## src/rtl/muldiv_pkg.sv

```systemverilog
// Shared definitions for the multicycle signed multiply/divide sequencer:
// FSM states, op encodings, iteration count and counter width.
package muldiv_pkg;

    localparam int DATA_W = 32;
    localparam int ITER   = DATA_W;
    localparam int CNT_W  = $clog2(DATA_W + 1);

    localparam logic OP_MULT = 1'b0;
    localparam logic OP_DIV  = 1'b1;

    typedef enum logic [1:0] {
        IDLE = 2'd0,
        RUN  = 2'd1,
        FIX  = 2'd2
    } state_t;

endpackage

```

## src/rtl/muldiv_step.sv

```systemverilog
// One radix-2 iteration: a Booth add/sub plus arithmetic right shift for mult,
// or one restoring shift/subtract for div on operand magnitudes.
module muldiv_step
    import muldiv_pkg::*;
#(
    parameter int WIDTH = DATA_W
) (
    input  logic             op,
    input  logic [WIDTH:0]   acc,
    input  logic [WIDTH-1:0] q,
    input  logic             q_m1,
    input  logic [WIDTH-1:0] opnd,
    output logic [WIDTH:0]   acc_nxt,
    output logic [WIDTH-1:0] q_nxt,
    output logic             q_m1_nxt
);

    // The extra accumulator bit lets the most negative multiplicand be subtracted without overflow.
    logic [WIDTH:0] m_ext_s;
    logic [WIDTH:0] sum_s;
    logic [WIDTH:0] rem_s;
    logic [WIDTH:0] diff_s;

    // Single Booth or restoring iteration
    always_comb begin
        m_ext_s  = {opnd[WIDTH-1], opnd};
        sum_s    = acc;
        rem_s    = {acc[WIDTH-1:0], q[WIDTH-1]};
        diff_s   = rem_s - {1'b0, opnd};
        acc_nxt  = {(WIDTH+1){1'b0}};
        q_nxt    = {WIDTH{1'b0}};
        q_m1_nxt = 1'b0;
        if (op == OP_MULT) begin
            case ({q[0], q_m1})
                2'b01:   sum_s = acc + m_ext_s;
                2'b10:   sum_s = acc - m_ext_s;
                default: sum_s = acc;
            endcase
            {acc_nxt, q_nxt, q_m1_nxt} = {sum_s[WIDTH], sum_s, q};
        end else begin
            if (!diff_s[WIDTH]) begin
                acc_nxt = diff_s;
                q_nxt   = {q[WIDTH-2:0], 1'b1};
            end else begin
                acc_nxt = rem_s;
                q_nxt   = {q[WIDTH-2:0], 1'b0};
            end
            q_m1_nxt = 1'b0;
        end
    end

endmodule

```

## src/rtl/muldiv_ctrl.sv

```systemverilog
// Multicycle signed multiply/divide sequencer producing HI/LO for the CPU.
// One iteration per clock; divide by zero is flagged instead of executed.
module muldiv_ctrl
    import muldiv_pkg::*;
#(
    parameter int WIDTH = DATA_W
) (
    input  logic             clock,
    input  logic             reset,
    input  logic             start,
    input  logic             op,
    input  logic [WIDTH-1:0] a,
    input  logic [WIDTH-1:0] b,
    output logic             busy,
    output logic             done,
    output logic             div_zero,
    output logic [WIDTH-1:0] hi,
    output logic [WIDTH-1:0] lo
);

    state_t             state_r;
    state_t             state_nxt_s;
    logic [CNT_W-1:0]   cnt_r;
    logic               op_r;
    logic [WIDTH:0]     acc_r;
    logic [WIDTH-1:0]   q_r;
    logic [WIDTH-1:0]   opnd_r;
    logic               q_m1_r;
    logic               neg_q_r;
    logic               neg_rem_r;
    logic               done_r;
    logic               div_zero_r;
    logic [WIDTH-1:0]   hi_r;
    logic [WIDTH-1:0]   lo_r;
    logic [WIDTH:0]     acc_step_s;
    logic [WIDTH-1:0]   q_step_s;
    logic               q_m1_step_s;
    logic               div_by_zero_s;
    logic               accept_s;
    logic               last_iter_s;

    function automatic logic [WIDTH-1:0] cond_neg(input logic [WIDTH-1:0] v, input logic neg);
        return neg ? (~v + {{(WIDTH-1){1'b0}}, 1'b1}) : v;
    endfunction

    function automatic logic [WIDTH-1:0] mag(input logic [WIDTH-1:0] v);
        return cond_neg(v, v[WIDTH-1]);
    endfunction

    muldiv_step #(.WIDTH(WIDTH)) u_step (
        .op       (op_r),
        .acc      (acc_r),
        .q        (q_r),
        .q_m1     (q_m1_r),
        .opnd     (opnd_r),
        .acc_nxt  (acc_step_s),
        .q_nxt    (q_step_s),
        .q_m1_nxt (q_m1_step_s)
    );

    // Request decode and next-state logic
    always_comb begin
        div_by_zero_s = (op == OP_DIV) && (b == {WIDTH{1'b0}});
        accept_s      = start && !div_by_zero_s;
        last_iter_s   = (cnt_r == CNT_W'(ITER - 1));
        state_nxt_s   = state_r;
        case (state_r)
            IDLE: begin
                if (accept_s) begin
                    state_nxt_s = RUN;
                end else begin
                    state_nxt_s = IDLE;
                end
            end
            RUN: begin
                if (last_iter_s) begin
                    state_nxt_s = FIX;
                end else begin
                    state_nxt_s = RUN;
                end
            end
            FIX:     state_nxt_s = IDLE;
            default: state_nxt_s = IDLE;
        endcase
    end

    // State register
    always_ff @(posedge clock) begin
        if (!reset) begin
            state_r <= IDLE;
        end else begin
            state_r <= state_nxt_s;
        end
    end

    // Operand latch, iteration datapath, result and pulse registers
    always_ff @(posedge clock) begin
        if (!reset) begin
            cnt_r      <= {CNT_W{1'b0}};
            op_r       <= OP_MULT;
            acc_r      <= {(WIDTH+1){1'b0}};
            q_r        <= {WIDTH{1'b0}};
            opnd_r     <= {WIDTH{1'b0}};
            q_m1_r     <= 1'b0;
            neg_q_r    <= 1'b0;
            neg_rem_r  <= 1'b0;
            done_r     <= 1'b0;
            div_zero_r <= 1'b0;
            hi_r       <= {WIDTH{1'b0}};
            lo_r       <= {WIDTH{1'b0}};
        end else begin
            done_r     <= 1'b0;
            div_zero_r <= 1'b0;
            case (state_r)
                IDLE: begin
                    if (start && div_by_zero_s) begin
                        div_zero_r <= 1'b1;
                    end else if (accept_s) begin
                        cnt_r  <= {CNT_W{1'b0}};
                        op_r   <= op;
                        acc_r  <= {(WIDTH+1){1'b0}};
                        q_m1_r <= 1'b0;
                        if (op == OP_MULT) begin
                            q_r       <= b;
                            opnd_r    <= a;
                            neg_q_r   <= 1'b0;
                            neg_rem_r <= 1'b0;
                        end else begin
                            q_r       <= mag(a);
                            opnd_r    <= mag(b);
                            neg_q_r   <= a[WIDTH-1] ^ b[WIDTH-1];
                            neg_rem_r <= a[WIDTH-1];
                        end
                    end
                end
                RUN: begin
                    acc_r  <= acc_step_s;
                    q_r    <= q_step_s;
                    q_m1_r <= q_m1_step_s;
                    cnt_r  <= cnt_r + CNT_W'(1);
                end
                FIX: begin
                    done_r <= 1'b1;
                    // Quotient sign follows the operand signs, remainder follows the dividend.
                    if (op_r == OP_MULT) begin
                        hi_r <= acc_r[WIDTH-1:0];
                        lo_r <= q_r;
                    end else begin
                        hi_r <= cond_neg(acc_r[WIDTH-1:0], neg_rem_r);
                        lo_r <= cond_neg(q_r, neg_q_r);
                    end
                end
                default: begin
                    done_r <= 1'b0;
                end
            endcase
        end
    end

    assign busy     = (state_r != IDLE);
    assign done     = done_r;
    assign div_zero = div_zero_r;
    assign hi       = hi_r;
    assign lo       = lo_r;

endmodule

```

## config.mk

```make
export PLATFORM = sky130hd
export DESIGN_NAME = muldiv_ctrl
export DESIGN_NICKNAME = d
export VERILOG_FILES = /design/src/rtl/muldiv_pkg.sv /design/src/rtl/muldiv_step.sv /design/src/rtl/muldiv_ctrl.sv
export SDC_FILE = /design/constraint.sdc
export NUM_CORES = 1
export LEC_CHECK = 0
export CAP_MARGIN = 20
export CELL_PAD_IN_SITES_DETAIL_PLACEMENT = 1
export CELL_PAD_IN_SITES_GLOBAL_PLACEMENT = 1
export CORE_MARGIN = 3
export CORE_UTILIZATION = 47
export CTS_CLUSTER_SIZE = 40
export DETAILED_ROUTE_END_ITERATION = 12
export PLACE_DENSITY_LB_ADDON = 0.1
export SKIP_CTS_REPAIR_TIMING = 1
export SLEW_MARGIN = 10
export SYNTH_ARGS = -nofsm -noshare
export SYNTH_HDL_FRONTEND = slang
export SYNTH_SLANG_ARGS = --single-unit
```

## constraint.sdc

```tcl
create_clock -name clock -period 7.1 [get_ports clock]
set_input_delay 1.775 -clock clock [delete_from_list [all_inputs] [get_ports clock]]
set_output_delay 1.775 -clock clock [all_outputs]
set_load 0.05 [all_outputs]
```

==> results of run 1 <==
-- layout by cell type (no fill, tap or decap), types with 12 or more instances in the layout --
master             n
buf_4             24
or3_1             16
nand4_1           18
a21o_1            26
o31ai_1           29
and3_1            12
a21oi_1          212
xor2_1            94
nand3_1           38
a31oi_1           25
o41ai_1           14
ha_1              72
dfxtp_1          174
a211oi_1          98
a311oi_1          12
nand2_1          189
clkbuf_16         17
or4_1             14
nor4_1            19
clkdlybuf4s50_1  133
nand2b_1          13
nor3_1            27
mux2i_1           50
xnor2_1           92
o211ai_1          19
o21ai_0          143
nor2_1           245
inv_1             65
-- layout make-up --
class                   instances  area share, %
flip-flops and latches        175           20.7
repair buffers                158           9.05
clock buffers                  18           2.54
diodes                          1         0.0148
inverters                      66           1.48
well taps                     396           2.93
clock inverters                14           1.10
multi-input cells            1644           62.2
-- registers in the layout, summed over array words and instances (netlist names) --
register	cells
acc_r	33
hi	32
lo	32
opnd_r	32
q_r	32
cnt_r	6
state_r	2
div_zero	1
done	1
neg_q_r	1
neg_rem_r	1
op_r	1
q_m1_r	1
-- routing by layer --
layer	wire length, µm	vias up
met5	13	-
met2	25600	570
met4	1770	2
met1	25500	7735
li1	-	7434
met3	3390	102
-- kinds of logic (layout without fill, tap and decap cells) --
group           after synthesis  after routing
simple gates                654            654
xor+xnor                    186            186
buf+inv                     203            256
compound gates              676            676
other cells                   0              1
mux                          54             54
flops                       175            175
fa+ha+maj                    74             74
-- cells in the mapped netlist (all sizes together) (5+ instances only) --
cell type and instances:
o41ai 14, xor2 94, or3 16, o221ai 5, a21oi 213, mux2i 50
a32o 9, o211ai 19, o21a 9, nand3 38, o21bai 7, a22o 9
nand3b 7, and4 5, a21o 26, a22oi 10, nor4 26, nor2 246
dfxtp 175, clkbuf 122, inv 65, o31ai 30, buf 15, a31oi 25
or4 16, nor3 28, nor2b 12, a211oi 98, xnor2 92, a311oi 13
or2 6, nand2 189, and3 13, o21ai 149, ha 72, o22ai 7
nand2b 13, a221oi 7, and2 8, nand4 18
-- worst max-delay path by stage --
stage                               startpoint                      to  slack (ps)  cells after the start
after floorplan           q_r[31]$_SDFFE_PN0P_  acc_r[21]$_SDFFE_PN0P_        2860                     20
after global placement                    b[5]  acc_r[31]$_SDFFE_PN0P_        1930                     12
after detailed placement                  b[4]  acc_r[31]$_SDFFE_PN0P_        1750                     12
after CTS                 q_r[31]$_SDFFE_PN0P_  acc_r[29]$_SDFFE_PN0P_        1970                     19
after global routing      q_r[31]$_SDFFE_PN0P_  acc_r[29]$_SDFFE_PN0P_        1560                     19
final                     q_r[31]$_SDFFE_PN0P_  acc_r[29]$_SDFFE_PN0P_        1780                     19
-- through the flow --
step	utilization, %	total power (µW)
2_1_floorplan	-	1960
3_3_place_gp	52.8	2280
3_5_place_dp	52.8	2330
4_1_cts	54.8	3330
5_1_grt	54.9	3510
6_report	54.9	3350
-- tightest hold or removal path: stages, from the launching register on --
cell and delay, ps:
dfxtp_1 310, nand2_1 50, a21oi_1 50
-- where the power goes --
part / internal (µW) / total (µW) / switching [µW]
sequential: 1020 / 1120 / 94.9
clock: 511 / 1010 / 502
combinational: 466 / 1220 / 753
total: 2000 / 3350 / 1350
==> reports/qor.txt, run 1 <==
crit start category: register
post-synth top area share: 23.7%
flops & latches, synth: 175
PD cells: 198 mW/mm²
pre-CTS worst setup slack: 1750 ps
register area: 0.00351 mm²
final non-filler cell total: 2472
routing usage on met3: 4.28%
Unique masters post-synth: 82
dpl hpwl: 42200 µm
Relative slew margins: 23.4%
R2R setup slack: 1780 ps
Core ar.: 0.0308 mm²
crit path max fanout: 9
XOR/XNOR Fraction of Synth Area: 11.0%
CP cell instances: inv_1, ha_1, inv_1, fa_1, a21o_1, a221o_1, a221oi_2, o31ai_1, a21oi_2, o21ai_2, a41o_1, o211ai_1, nand2_1, ha_1, nor3_1, a32o_1, a221o_1, a21oi_1, o21ai_0
area delta synth->final: 14.5%
FP Rows: 64
Hold Path Class: register to register
area of the multi-input gates: 0.0105 mm²
Via density: 6.41
clock sink count: 175
Worst Hold Depth: 2
Max Root-Sink Buffers: 2
total grt overflow: 0
Netlist Area Pre-Place: 0.0148 mm²
status: finished clean
FILL cells: 3875
Adder-Cell Fraction of Synth Area: 6.37%
Crit-path slowest cell: nor3_1
M2 GR Usage: 52.5%
CTS Root Cell: clkbuf_16
Hold Path End: hi[22]$_SDFFE_PN0P_
mux cell area share after synthesis: 3.69%
Max Slew Vio Count: 0
RSZ-0062 raised after global routing: false
Worst EP required: 7480 ps
min cycle time layout: 5320 ps
vias in the first global route: 15.8k
final setup TNS: 0 ps
Setup crit end kind: register
LEAKAGE: 0.00616 µW
all-layer global routing usage: 33.0%
Tightest Pin Transition: 1140 ps
initial antenna violation count: 2
CTS buffer count: 17
H-tree depth: 4
Syn Area/Cell: 7.31 µm²
skew final: 14.7 ps
CP top delay family: compound AO/OA/AOI/OAI gates
top cells by area, synth: dfxtp_1, a21oi_1, nor2_1, ha_1, xor2_1
first-pass iteration count of the detailed router: 5
Final Wtd Congestion: 0.941
max-cap violation count: 0
pin count of the biggest net entering global routing: 94
Critical Path Max Stage Delay: 980 ps
Hold Vio Cnt, Final: 0
Vias: 15.8k
depth of the most critical reg-to-reg path: 19
Die Span Y: 183 µm
simple-gate portion of the synthesized area: 20.8%
clock latency on the worst-skew pair: 460 ps
io pins: 135
main combinational cell family by area after synthesis: compound AO/OA/AOI/OAI gates
CTS tree: built
WL final: 56300 µm
maximum VDD drop: 0.000184 V
sequential fraction of the synthesis area: 23.7%
Buffers on Ports: 134
die width: 183 µm
reg2reg end: acc_r[29]$_SDFFE_PN0P_
met1 Use GR: 46.0%
fin nets: 2204
hold_sp: hi[22]$_SDFFE_PN0P_
worst hold slack: 457 ps
CP Buf/Inv Count: 2
Final setup viols: 0
worst reg2reg path startpoint: q_r[31]$_SDFFE_PN0P_
worst setup path class: register to register
Data arrival, critical path: 5700 ps
placed cell count: 2438
Top Usage Layer GRT: met2
initial drt markers: 1358
final design area excluding fillers: 0.0169 mm²
layout cells sized above 1: 4.39%
CTS clk-pin slew, worst paths: 80 ps
Compound-Gate Fraction of Synth Area: 29.1%
# DRC: 0
starting density of the core: 47.9%
Top FF cell, synth: dfxtp_1
Syn Nets: 2164
remaining antenna violation count: 0
fmax: 0.188 GHz
post-route worst setup slack: 1780 ps
period utilization: 75.0%
Post-DP Area: 0.0163 mm²
YS warnings: 0
first-pass GRT wire length: 88400 µm
gate count of the mapped netlist: 2022
dominant cell type by area after synthesis: dfxtp_1
Async SR Flop Fraction: 0%
Post-synth EDFFs: 0
Avg WL per Cell: 22.8 µm
Die ar.: 0.0336 mm²
Power figures use the tool's default switching activity.
==> inputs of run 2 (changes only) <==
- CORE_UTILIZATION: 47 -> 39
- clock period: 7.1 -> 4.8 ns (I/O delays scaled with it)
==> run 2 against run 1 <==
Effect of this change: critical path depth decreased by 3; highest routed layer unchanged; cell area increased by 2.3%; first-iteration DRC count decreased by 0.15%; final cell count increased by 6.0%.
==> reports/qor.txt, run 2 (synthesized netlist as in run 1, its figures left out) <==
fmax: 0.221 GHz (+18%)
clock latency on the worst-skew pair: 470 ps (about the same)
Data arrival, critical path: 4870 ps (-830 ps)
first-pass iteration count of the detailed router: 7 (+2)
leading cell type in the layout, fill and taps excluded: nor2_1
final core area utilization: 46.8% (-8.0 points)
Worst EP required: 5150 ps (-2330 ps)
Via density: 6.06 (-5.5%)
Buffers on Ports: 134 (unchanged)
total grt overflow: 0 (unchanged)
min cycle time layout: 4520 ps (-802 ps)
crit path max fanout: 6 (-3)
status: finished clean
Max Root-Sink Buffers: 2 (unchanged)
pin count of the biggest net entering global routing: 74 (-21%)
Critical Path Max Stage Delay: 440 ps (-540 ps)
layout cells sized above 1: 6.38% (+2.0 points)
CP cell instances: nor4_2, and4_1, nand3_1, nor4_1, buf_4, a21oi_1, xnor2_1, ha_1, buf_4, a21o_1, a21o_1, a221oi_1, a21boi_0, nor3_1, mux2i_1, a22oi_1
final setup TNS: 0 ps (unchanged)
post-route worst setup slack: 279 ps (-1500 ps)
max reg flops: 33 (unchanged)
Crit-path slowest cell: nor4_2
hold_sp: hi[17]$_SDFFE_PN0P_
Setup crit end kind: register
# diodes: 0 (-1)
R2R setup slack: 280 ps (-1500 ps)
starting density of the core: 40.0% (-8.0 points)
PD cells: 281 mW/mm² (+42%)
H-tree depth: 4 (unchanged)
Vias: 15.9k (+0.20%)
RSZ-0062 raised after global routing: false
fin nets: 2248 (+2.0%)
all-layer global routing usage: 27.6% (-5.3 points)
first-pass GRT wire length: 89400 µm (+1.1%)
dpl hpwl: 44900 µm (+6.6%)
worst reg2reg path startpoint: opnd_r[2]$_SDFFE_PN0P_
clock sink count: 175 (unchanged)
Final setup viols: 0 (unchanged)
commonest cells after routing, fill and taps aside: nor2_1, a21oi_1, nand2_1
Largest Register: acc_r
Core ar.: 0.0370 mm² (+20%)
FP Rows: 70 (+9.4%)
WL final: 58300 µm (+3.6%)
period utilization: 94.2% (+19 points)
CP Buf/Inv Count: 2 (unchanged)
CTS tree: built
Hold Path Class: register to register
pre-CTS worst setup slack: 443 ps (-1310 ps)
CTS buffer count: 17 (unchanged)
crit start category: register
Worst Setup SP: opnd_r[2]$_SDFFE_PN0P_
LEAKAGE: 0.00636 µW (+3.2%)
initial drt markers: 1356 (-0.15%)
worst setup path class: register to register
max-cap violation count: 0 (unchanged)
vias in the first global route: 15.6k (-1.5%)
die width: 201 µm (+9.5%)
Die Span Y: 201 µm (+9.5%)
Hold Vio Cnt, Final: 0 (unchanged)
initial antenna violation count: 1 (-1)
Final Wtd Congestion: 0.933 (-0.79%)
Tightest Pin Transition: 834 ps (-306 ps)
Max Slew Vio Count: 0 (unchanged)
skew final: 19.6 ps (+4.90 ps)
area delta synth->final: 17.1%
Relative slew margins: 44.4% (+21 points)
remaining antenna violation count: 0 (unchanged)
CP top delay family: simple AND/OR/NAND/NOR gates
Avg WL per Cell: 22.2 µm (-2.3%)
# DRC: 0 (unchanged)
maximum VDD drop: 0.000273 V (+48%)
Die ar.: 0.0403 mm² (+20%)
CTS Root Cell: clkbuf_16
io pins: 135 (unchanged)
CTS clk-pin slew, worst paths: 80 ps (about the same)
==> run 2: path summary, 6_finish.rpt <==
path / depth (start not counted) / endpoint
hold reg to reg: 2 / hi[17]$_SDFFE_PN0P_
setup / recovery: 16 / acc_r[28]$_SDFFE_PN0P_
setup reg to reg: 16 / acc_r[28]$_SDFFE_PN0P_
hold / removal: 2 / hi[17]$_SDFFE_PN0P_
==> run 2: layout make-up <==
cell class,count,area [µm²]
sequential,175,3510
clock buffer,17,425
multi-input combinational,1644,10500
inverter,66,250
clock inverter,13,105
tap,504,631
fill,4640,19600
timing repair buffer,202,1890
==> run 2: layer usage <==
metal	wire (µm)	global-route usage, %
met1	27500	38.3
met2	26100	44.1
met3	3260	4.80
met4	1430	7.90
met5	20	0
==> run 2: tightest hold or removal path, stage by stage, from the launching register on <==
cell	delay, ps
dfxtp_1	310
nand2_1	50
a21oi_1	50
==> run 2: power by group <==
part           leakage [µW]  switching [µW]  internal (µW)
clock network      0.000265             678            669
logic               0.00467            1150            738
registers           0.00142             125           1510
==> run 2: stage by stage <==
stage | hold WS [ps] | total power [µW] | cell area (µm²) | instances
finish | 453 | 4870 | 17300 | 2621
global route | 484 | 5120 | 17300 | 2621
CTS | 456 | 4860 | 17300 | 2621
detailed placement | 446 | 3520 | 16800 | 2591
global placement | 441 | 3470 | 16800 | 2591
floorplan | 423 | 2890 | 14800 | 2022
==> inputs of run 3 (changes only) <==
- CAP_MARGIN: 20 -> default
==> results of run 3 <==
No change in the layout: final DEF, timing and power equal those of run 2.
